**src/rtl/fpu_move_wb.sv**
```systemverilog
// Move-result writeback stage: 2-entry in-order FIFO toward the register files.
// Optional retire counter enabled by FPU_MOVE_WB_RETIRE_CNT_EN.
module fpu_move_wb #(
    parameter int Std = 31
) (
    input  logic         clk,
    input  logic         rst_l,
    input  logic         in_valid,
    output logic         in_ready,
    input  logic [1:0]   opcode,
    input  logic [Std:0] move_data,
    input  logic [4:0]   rd_addr,
    output logic         wb_valid,
    input  logic         wb_ready,
    output logic [Std:0] wb_data,
    output logic [4:0]   wb_addr,
    output logic         wb_int_sel,
`ifdef FPU_MOVE_WB_RETIRE_CNT_EN
    output logic [15:0]  retire_cnt,
`endif
    output logic         drop_pulse
);

    logic [Std:0] data_q [2];
    logic [4:0]   addr_q [2];
    logic         sel_q  [2];
    logic [1:0]   count;
    logic         wr_ptr;
    logic         rd_ptr;

    logic accept;
    logic push;
    logic drop;
    logic pop;

    assign in_ready = (count != 2'd2);
    assign accept   = in_valid & in_ready;
    assign push     = accept & (opcode != 2'b00);
    assign drop     = accept & (opcode == 2'b00);
    assign wb_valid = (count != 2'd0);
    assign pop      = wb_valid & wb_ready;

    // Idle outputs are forced to zero rather than exposing stale storage.
    assign wb_data    = wb_valid ? data_q[rd_ptr] : '0;
    assign wb_addr    = wb_valid ? addr_q[rd_ptr] : '0;
    assign wb_int_sel = wb_valid ? sel_q[rd_ptr]  : 1'b0;

    always_ff @(posedge clk) begin
        if (!rst_l) begin
            count      <= 2'd0;
            wr_ptr     <= 1'b0;
            rd_ptr     <= 1'b0;
            drop_pulse <= 1'b0;
            for (int i = 0; i < 2; i++) begin
                data_q[i] <= '0;
                addr_q[i] <= '0;
                sel_q[i]  <= 1'b0;
            end
        end else begin
            drop_pulse <= drop;
            if (push) begin
                data_q[wr_ptr] <= move_data;
                addr_q[wr_ptr] <= rd_addr;
                sel_q[wr_ptr]  <= opcode[0];
                wr_ptr         <= ~wr_ptr;
            end
            if (pop) begin
                rd_ptr <= ~rd_ptr;
            end
            unique case ({push, pop})
                2'b10:   count <= count + 2'd1;
                2'b01:   count <= count - 2'd1;
                default: count <= count;
            endcase
        end
    end

`ifdef FPU_MOVE_WB_RETIRE_CNT_EN
    always_ff @(posedge clk) begin
        if (!rst_l) begin
            retire_cnt <= 16'd0;
        end else if (pop) begin
            retire_cnt <= retire_cnt + 16'd1;
        end
    end
`endif

endmodule

```
**config.mk**
```make
export PLATFORM = sky130hd
export DESIGN_NAME = fpu_move_wb
export DESIGN_NICKNAME = d
export VERILOG_FILES = /design/src/rtl/fpu_move_wb.sv
export SDC_FILE = /design/constraint.sdc
export NUM_CORES = 1
export LEC_CHECK = 0
export ABC_AREA = 1
export CAP_MARGIN = 0
export CORE_ASPECT_RATIO = 0.7
export CORE_MARGIN = 1.5
export CORE_UTILIZATION = 54
export DETAILED_ROUTE_END_ITERATION = 10
export PLACE_DENSITY = 0.93
export SLEW_MARGIN = 0
export SYNTH_ARGS = -nofsm -noshare
export SYNTH_HDL_FRONTEND = slang
export SYNTH_SLANG_ARGS = --single-unit
```
**constraint.sdc**
```tcl
create_clock -name clk -period 7 [get_ports clk]
set_input_delay 1.05 -clock clk [delete_from_list [all_inputs] [get_ports clk]]
set_output_delay 1.05 -clock clk [all_outputs]
set_load 0.1 [all_outputs]
```
# --- Word level (Yosys, flattened, before mapping) ---
# Memory sizes are Yosys's and may differ from the RTL's. A register that Yosys moved wholly into a read port is not among the register bits.
# Cells that the tools add are included.
classes:
  mux: 23
  n_addsub: 2
  n_bitwise: 6
  n_eq_ne: 3
  reduce_logical: 7
ops:
  columns: ["cell", "count"]
  rows:
  - ["32-bit two-way mux", 2]
  - ["32-bit OR reduction", 1]
  - ["1-bit two-way mux", 18]
  - ["5-bit two-way mux", 2]
  - ["2-bit nonzero test", 3]
  - ["5-bit OR reduction", 1]
  - ["1-bit bitwise AND", 4]
  - ["2-bit one-hot mux with 2 select lines", 1]
  - ["2-bit by 1-bit adder with 2-bit output, second input constant", 1]
  - ["2-bit by 1-bit equality test with 1-bit output, second input constant", 1]
  - ["2-bit equality test, second input constant", 1]
  - ["2-bit zero test", 1]
  - ["2-bit inequality test, second input constant", 1]
  - ["1-bit NOT", 2]
  - ["2-bit by 1-bit subtractor with 2-bit output, second input constant", 1]
  - ["1-bit OR reduction", 1]
word_totals:
  input_bits: 43
  output_inout_bits: 41
  register_bits: 5
  n_memories: 3
  wordCells: 48
  mem_bits_rw: 76
memory_table:
  columns: ["memory", "words", "word_bits", "rd", "rd_clocked_by_memory_dff", "write_ports", "line", "source"]
  rows:
  - ["data_q", 2, 32, 1, 1, 2, "24", "logic [Std:0] data_q [2];"]
  - ["addr_q", 2, 5, 1, 1, 2, "25", "logic [4:0] addr_q [2];"]
  - ["sel_q", 2, 1, 1, 1, 2, "26", "logic sel_q [2];"]

# --- Logic depth before layout (Yosys ltp) ---
# Gate-level depths: netlist of run 1.
logic_depth:
  depth_word: 8
  ltp_mapped: 11
  ltp_nobuf: 11

# --- Worst setup path before layout of run 1 ---
# OpenSTA, ideal clock, no wires.
synth_timing:
  path_kind: "register to output"
  start: "register with a tool-made name"
  end: "output wb_addr[0]"
  stages_incl_launch_ff: 5
  path_slack_ps: 3614
  t_arrival_ps: 2336
  n_path_buf: 2
  cell_sequence: "dfxtp_1 -> buf_2 -> buf_1 -> nand2_1 -> a21oi_1"
synth_lines:
  columns: ["element", "line", "source"]
  rows:
  - ["end: declaration", "16", "output logic [4:0] wb_addr,"]

==> results of run 1 <==
state kept, by name, indices dropped and copies added, names as in the netlist, named ones only:
| signal | flops |
|---|---|
| count | 2 |
| rd_ptr | 1 |
| addr_q | 10 |
| wr_ptr | 1 |
| drop_pulse | 1 |
| sel_q | 2 |
| data_q | 64 |
cell families (layout without fill, tap and decap cells):
family / after synthesis / count (layout) / synth area share
AO/OA/AOI/OAI: 45 / 45 / 0.0618
adder cells (fa/ha/maj): 1 / 1 / 0.00343
AND/OR/NAND/NOR: 177 / 177 / 0.201
buffers and inverters: 67 / 147 / 0.0803
flip-flops: 82 / 82 / 0.653
worst max-delay path, cell delays in order, from the launching register on:
cell             delay [ns]
dfxtp_1                0.31
inv_1                  0.86
nand2_1                0.19
a21oi_1                0.24
clkdlybuf4s50_1        1.16
synthesized netlist by cell type (all sizes together):
| cell type | count | area share |
|---|---|---|
| nand2 | 89 | 0.094 |
| nor2 | 82 | 0.096 |
| edfxtp | 74 | 0.61 |
| inv | 46 | 0.047 |
| a21oi | 42 | 0.058 |
| buf | 15 | 0.027 |
| dfxtp | 8 | 0.044 |
| clkbuf | 6 | 0.0062 |
| nand3 | 4 | 0.0069 |
| o21ai | 3 | 0.0041 |
| nand4 | 2 | 0.0034 |
| ha | 1 | 0.0034 |
per-layer routing:
layer	wire, µm	global-route usage	up-vias
met3	631	0.0566	6
met4	35	0.0648	0
met5	0	0	-
met2	3740	0.356	128
met1	3370	0.312	1268
li1	-	-	1334
layout by cell type, fill, tap and decap left out, drive strengths merged, types with 2 or more instances in the layout:
master,netlist,layout
nand4,2,2
inv,46,46
nand3,4,4
clkdlybuf4s50,0,83
nand2,89,89
edfxtp,74,74
dfxtp,8,8
buf,15,2
nor2,82,82
clkinv,0,4
a21oi,42,42
bufinv,0,2
clkbuf,6,9
o21ai,3,3
cell type report:
type | instances | share of cell area
sequential | 82 | 0.506
multi-input combinational | 223 | 0.209
timing repair buffer | 85 | 0.180
inverter | 46 | 0.0367
clock buffer | 9 | 0.0263
tap | 91 | 0.0242
clock inverter | 7 | 0.0178
how the worst max path moves through the flow:
stage | cells past startpoint | start | to
final | 4 | register | wb_data[23]
after global routing | 4 | register | wb_data[23]
after CTS | 4 | register | wb_data[23]
after detailed placement | 4 | register | wb_addr[1]
after global placement | 4 | register | wb_data[31]
after floorplan | 4 | register | wb_addr[0]
power by group through the flow:
stage | registers [mW] | clock network (mW) | logic, mW
CTS | 0.603 | 0.361 | 0.620
finish | 0.603 | 0.359 | 0.619
global route | 0.608 | 0.383 | 0.646
floorplan | 0.610 | 0 | 0.473
detailed placement | 0.614 | 0 | 0.617
global placement | 0.612 | 0 | 0.611
stage by stage:
stage | total power [mW] | std cells | cell area [µm²] | hold slack [ns]
after floorplan | 1.08 | 372 | 3650 | 0.426
after global placement | 1.22 | 527 | 4500 | 0.434
after detailed placement | 1.23 | 527 | 4500 | 0.453
after CTS | 1.59 | 543 | 4710 | 0.476
after global routing | 1.64 | 543 | 4710 | 0.511
final | 1.58 | 543 | 4710 | 0.474
==> metrics.txt, run 1 <==
CP required 5.95 ns; P_int 0.915 mW; initial drt markers 224; Worst Setup End Kind output pin; first-pass GRT wire length 12.3 mm; Pleak 1.90 nW; DP Worst Slack 3.29 ns; Avg Cell Area, Syn 9.80 µm²; htree depth 3; # clock sinks 82; period utilization 0.595; Die Height 71.8 µm; CP arrival 3.11 ns; antenna fix cells 0; core area 0.00637 mm²; worst vdd ir 220 µV; Flop pwr share 0.382; worst slew pin tran 1.20 ns; I/O Pins 84; Hold Crit Class reg -> reg; post-cts sizing count 0; outcome finished, final reports clean; critical path class reg -> out; global route overflow 0; HPWL after DPL 4.76 mm; post-route ant nets 0; number of fillers in the final layout 455; Final TNS setup 0 ns; GR Util All Layers 0.225; Bufs on Longest Clock Path 2; R2R depth 7; switching power 0.666 mW; R2R Path Start count[1]$_SDFFE_PN0P_; Sw Share 0.421; clock power share 0.227; Netlist Area Pre-Place 0.00365 mm²; minimum clock period 4.16 ns; syn_nets 416; HP Start rd_ptr$_SDFFE_PN0P_; largest net degree at the start of global routing 41; clk_skew 0.00740 ns; Area Growth Syn to Fin 29.1%; sequential area share after synthesis 0.653; worst setup margin 2.84 ns; Yosys reg bits 82; die area 0.00726 mm²; fin util 0.739; TritonRoute pass-1 iters 5; P per Cell Area 336 mW/mm²; Via density 5.04; Netlist cell types 22; Initial Utilization 0.573; area of the multi-input gates 983 µm²; die extent in x 101 µm; Synth Instances 372; port buffer count 83; Avg WL per Cell 14.3 µm; DR vias 2736; # setup viols final 0; CP Launch Type register; Synth warnings 0; hold depth 1; layout cells sized above 1 0.0752; GPL Wtd Cong 0.830; number of CTS-inserted buffers 9; final max-slew violation count 0; MaxCap Viol Count 0; total wire length 7.77 mm; antenna violations before repair 0; max frequency 240 MHz; TritonCTS clock tree built; internal reg-to-reg setup slack 4.80 ns; row cnt 24; clk_lat worst skew 0.35 ns; Final Hold Violating Endpoints 0; vias in the first global route 2561; DR DRC count 0; Post-CTS Repair Setup Buffers 0; combinational share of power 0.392; Clk pin slew, worst setup/hold paths 0.07 ns; Register Area 0.00238 mm²; Rel. slew slack 0.198; root buffer cell clkbuf_8; Worst Path Max Fanout 38; r2r endpoint count[1]$_SDFFE_PN0P_; hold_buf cts 0; RSZ-0062 raised after global routing no; Nets 491
Note: power is estimated with default switching activity, not from simulation.
==> run 2, diff against run 1 <==
--- a/config.mk
+++ b/config.mk
@@ -9,9 +9,9 @@
 export CAP_MARGIN = 0
 export CORE_ASPECT_RATIO = 0.7
 export CORE_MARGIN = 1.5
-export CORE_UTILIZATION = 54
+export CORE_UTILIZATION = 45
 export DETAILED_ROUTE_END_ITERATION = 10
-export PLACE_DENSITY = 0.93
+export PLACE_DENSITY = 0.84
 export SLEW_MARGIN = 0
 export SYNTH_ARGS = -nofsm -noshare
 export SYNTH_HDL_FRONTEND = slang
==> constraint.sdc (replaced) <==
create_clock -name clk -period 3.5 [get_ports clk]
set_input_delay 0.525 -clock clk [delete_from_list [all_inputs] [get_ports clk]]
set_output_delay 0.525 -clock clk [all_outputs]
set_load 0.1 [all_outputs]
==> run 2 against run 1 <==
Against the previous run: clock skew decreased by 0.0016 ns; hold slack got worse by 0.021 ns; die area increased by 19%; critical path type unchanged; largest cell class unchanged; largest power group unchanged.
==> metrics.txt, run 2 (synthesized netlist as in run 1, its figures left out) <==
non-filler cells, final 555 (was 543); Bufs on Longest Clock Path 2 (unchanged); antenna violations before repair 0 (unchanged); CP arrival 2.07 ns (was 3.11 ns); worst slew pin tran 0.972 ns (was 1.20 ns); Area Growth Syn to Fin 42.0% (was 29.1%); CP Launch Type register (unchanged); Post-CTS Repair Setup Buffers 0 (unchanged); Top delay family on crit path buffers and inverters (unchanged); GPL Wtd Cong 0.722 (was 0.830); final max-slew violation count 0 (unchanged); htree depth 3 (unchanged); Buffers & Inverters on Critical Path 2 (unchanged); number of CTS-inserted buffers 9 (unchanged); post-route ant nets 0 (unchanged); # clock sinks 82 (unchanged); total wire length 7.75 mm (was 7.77 mm); placed cells 539 (was 527); clk_skew 0.00577 ns (was 0.00740 ns); first-pass GRT wire length 12.4 mm (was 12.3 mm); Worst Setup End Kind output pin (unchanged); TritonRoute pass-1 iters 4 (was 5); P per Cell Area 676 mW/mm² (was 336 mW/mm²); die extent in x 111 µm (was 101 µm); Pleak 2.12 nW (was 1.90 nW); I/O Pins 84 (unchanged); hold_buf cts 0 (unchanged); Via density 4.92 (was 5.04); die area 0.00866 mm² (was 0.00726 mm²); commonest non-fill, non-tap cell in the layout nand2_1 (unchanged); HPWL after DPL 4.97 mm (was 4.76 mm); Worst Path Max Fanout 4 (was 38); Avg WL per Cell 14.0 µm (was 14.3 µm); antenna fix cells 0 (unchanged); HP Start rd_ptr$_SDFFE_PN0P_ (unchanged); RSZ-0062 raised after global routing no (unchanged); port buffer count 83 (unchanged); clk_lat worst skew 0.33 ns (was 0.35 ns); outcome finished, final reports clean (unchanged); CP max-delay cell clkdlybuf4s50_1 (unchanged); DR DRC count 0 (unchanged); post-cts sizing count 0 (unchanged); WP depth 3 (was 4); GR Util All Layers 0.185 (was 0.225); Rel. slew slack 0.350 (was 0.198); DR vias 2731 (was 2736); Nets 493 (was 491); root buffer cell clkbuf_16 (was clkbuf_8); Final TNS setup 0 ns (unchanged); r2r endpoint count[1]$_SDFFE_PN0P_ (unchanged); Reg with most FFs data_q (unchanged); Clk pin slew, worst setup/hold paths 0.06 ns (was 0.07 ns); CP required 2.97 ns (was 5.95 ns); # setup viols final 0 (unchanged); R2R depth 7 (unchanged); MaxCap Viol Count 0 (unchanged); R2R Path Start count[1]$_SDFFE_PN0P_ (unchanged); Die Height 78.3 µm (was 71.8 µm); period utilization 0.741; most frequent cells in the layout 85 x nand2_1, 74 x edfxtp_1, 69 x nor2_1, 45 x inv_1, 44 x clkdlybuf4s50_1 (was 85 x nand2_1, 83 x clkdlybuf4s50_1, 74 x edfxtp_1, 69 x nor2_1, 45 x inv_1); core area 0.00787 mm² (was 0.00637 mm²); top flop regs data_q x64, addr_q x10 (unchanged); global route overflow 0 (unchanged); Hold Crit Class reg -> reg (unchanged); initial drt markers 171 (was 224); hold depth 1 (unchanged); critical path class reg -> out (unchanged); number of fillers in the final layout 597 (was 455); internal reg-to-reg setup slack 1.33 ns (was 4.80 ns); largest net degree at the start of global routing 41 (unchanged); crit path cell chain inv_2, nand2_2, clkdlybuf4s50_1 (was inv_1, nand2_1, a21oi_1, clkdlybuf4s50_1); Final Hold Violating Endpoints 0 (unchanged); layout cells sized above 1 0.167 (was 0.0752); row cnt 27 (was 24); delay of the slowest critical-path stage 1.15 ns (was 1.16 ns); vias in the first global route 2583 (was 2561); worst vdd ir 423 µV (was 220 µV); Largest register FFs 64 (unchanged); Initial Utilization 0.463 (was 0.573); minimum clock period 2.59 ns; TritonCTS clock tree built (unchanged); max frequency 385 MHz
-- run 2: cell types whose count changed in the layout (fill, tap and decap cells not counted), sizes merged --
cell,delta
clkinvlp,+2
clkdlybuf4s50,-39
bufinv,-2
clkbuf,+3
buf,+41
clkinv,-3
-- run 2: routing by layer --
| metal | vias up | global-route usage | wire, µm |
|---|---|---|---|
| met1 | 1257 | 0.246 | 3270 |
| met4 | 0 | 0.0564 | 36 |
| li1 | 1344 | - | - |
| met2 | 124 | 0.295 | 3770 |
| met3 | 6 | 0.0564 | 678 |
| met5 | - | 0 | 0 |
-- run 2: where the power goes --
group,internal [mW],switching (mW)
clock network,0.498,0.344
registers,1.17,0.0347
logic,0.433,1.02
-- run 2: worst register-to-register path, cell delays in order (launching register included) --
cell     delay, ns
dfxtp_1       0.37
nor2_4        0.75
nor2_1        0.22
ha_1          0.37
nor2_1        0.16
nand3_1       0.08
nand2_1       0.06
nor2_1        0.05
-- run 2: layout make-up --
| cell class | count | area [µm²] | area share |
|---|---|---|---|
| timing repair buffer | 87 | 1240 | 0.239 |
| tap | 101 | 126 | 0.0244 |
| inverter | 46 | 173 | 0.0333 |
| sequential | 82 | 2380 | 0.460 |
| clock buffer | 12 | 246 | 0.0476 |
| clock inverter | 4 | 27.5 | 0.00532 |
| multi-input combinational | 223 | 983 | 0.190 |
-- run 2: how the worst max path moves through the flow --
stage	startpoint	to
2_1_floorplan	register	wb_addr[0]
4_1_cts	count[0]$_SDFFE_PN0P_	in_ready
5_1_grt	register	wb_addr[2]
6_report	count[0]$_SDFFE_PN0P_	in_ready
3_3_place_gp	rst_l	data_q[0][15]$_SDFFCE_PN0P_
3_5_place_dp	rst_l	data_q[0][12]$_SDFFCE_PN0P_
-- run 2: stage by stage --
| step | hold WS [ns] | total power, mW | worst slack [ns] | cell area (µm²) | utilization |
|---|---|---|---|---|---|
| after floorplan | 0.426 | 2.17 | 0.639 | 3650 | - |
| after global placement | 0.444 | 2.66 | 1.05 | 4900 | 0.623 |
| after detailed placement | 0.448 | 2.68 | 0.980 | 4900 | 0.623 |
| after CTS | 0.452 | 3.52 | 0.895 | 5180 | 0.658 |
| after global routing | 0.473 | 3.62 | 0.813 | 5180 | 0.658 |
| final | 0.454 | 3.50 | 0.905 | 5180 | 0.658 |
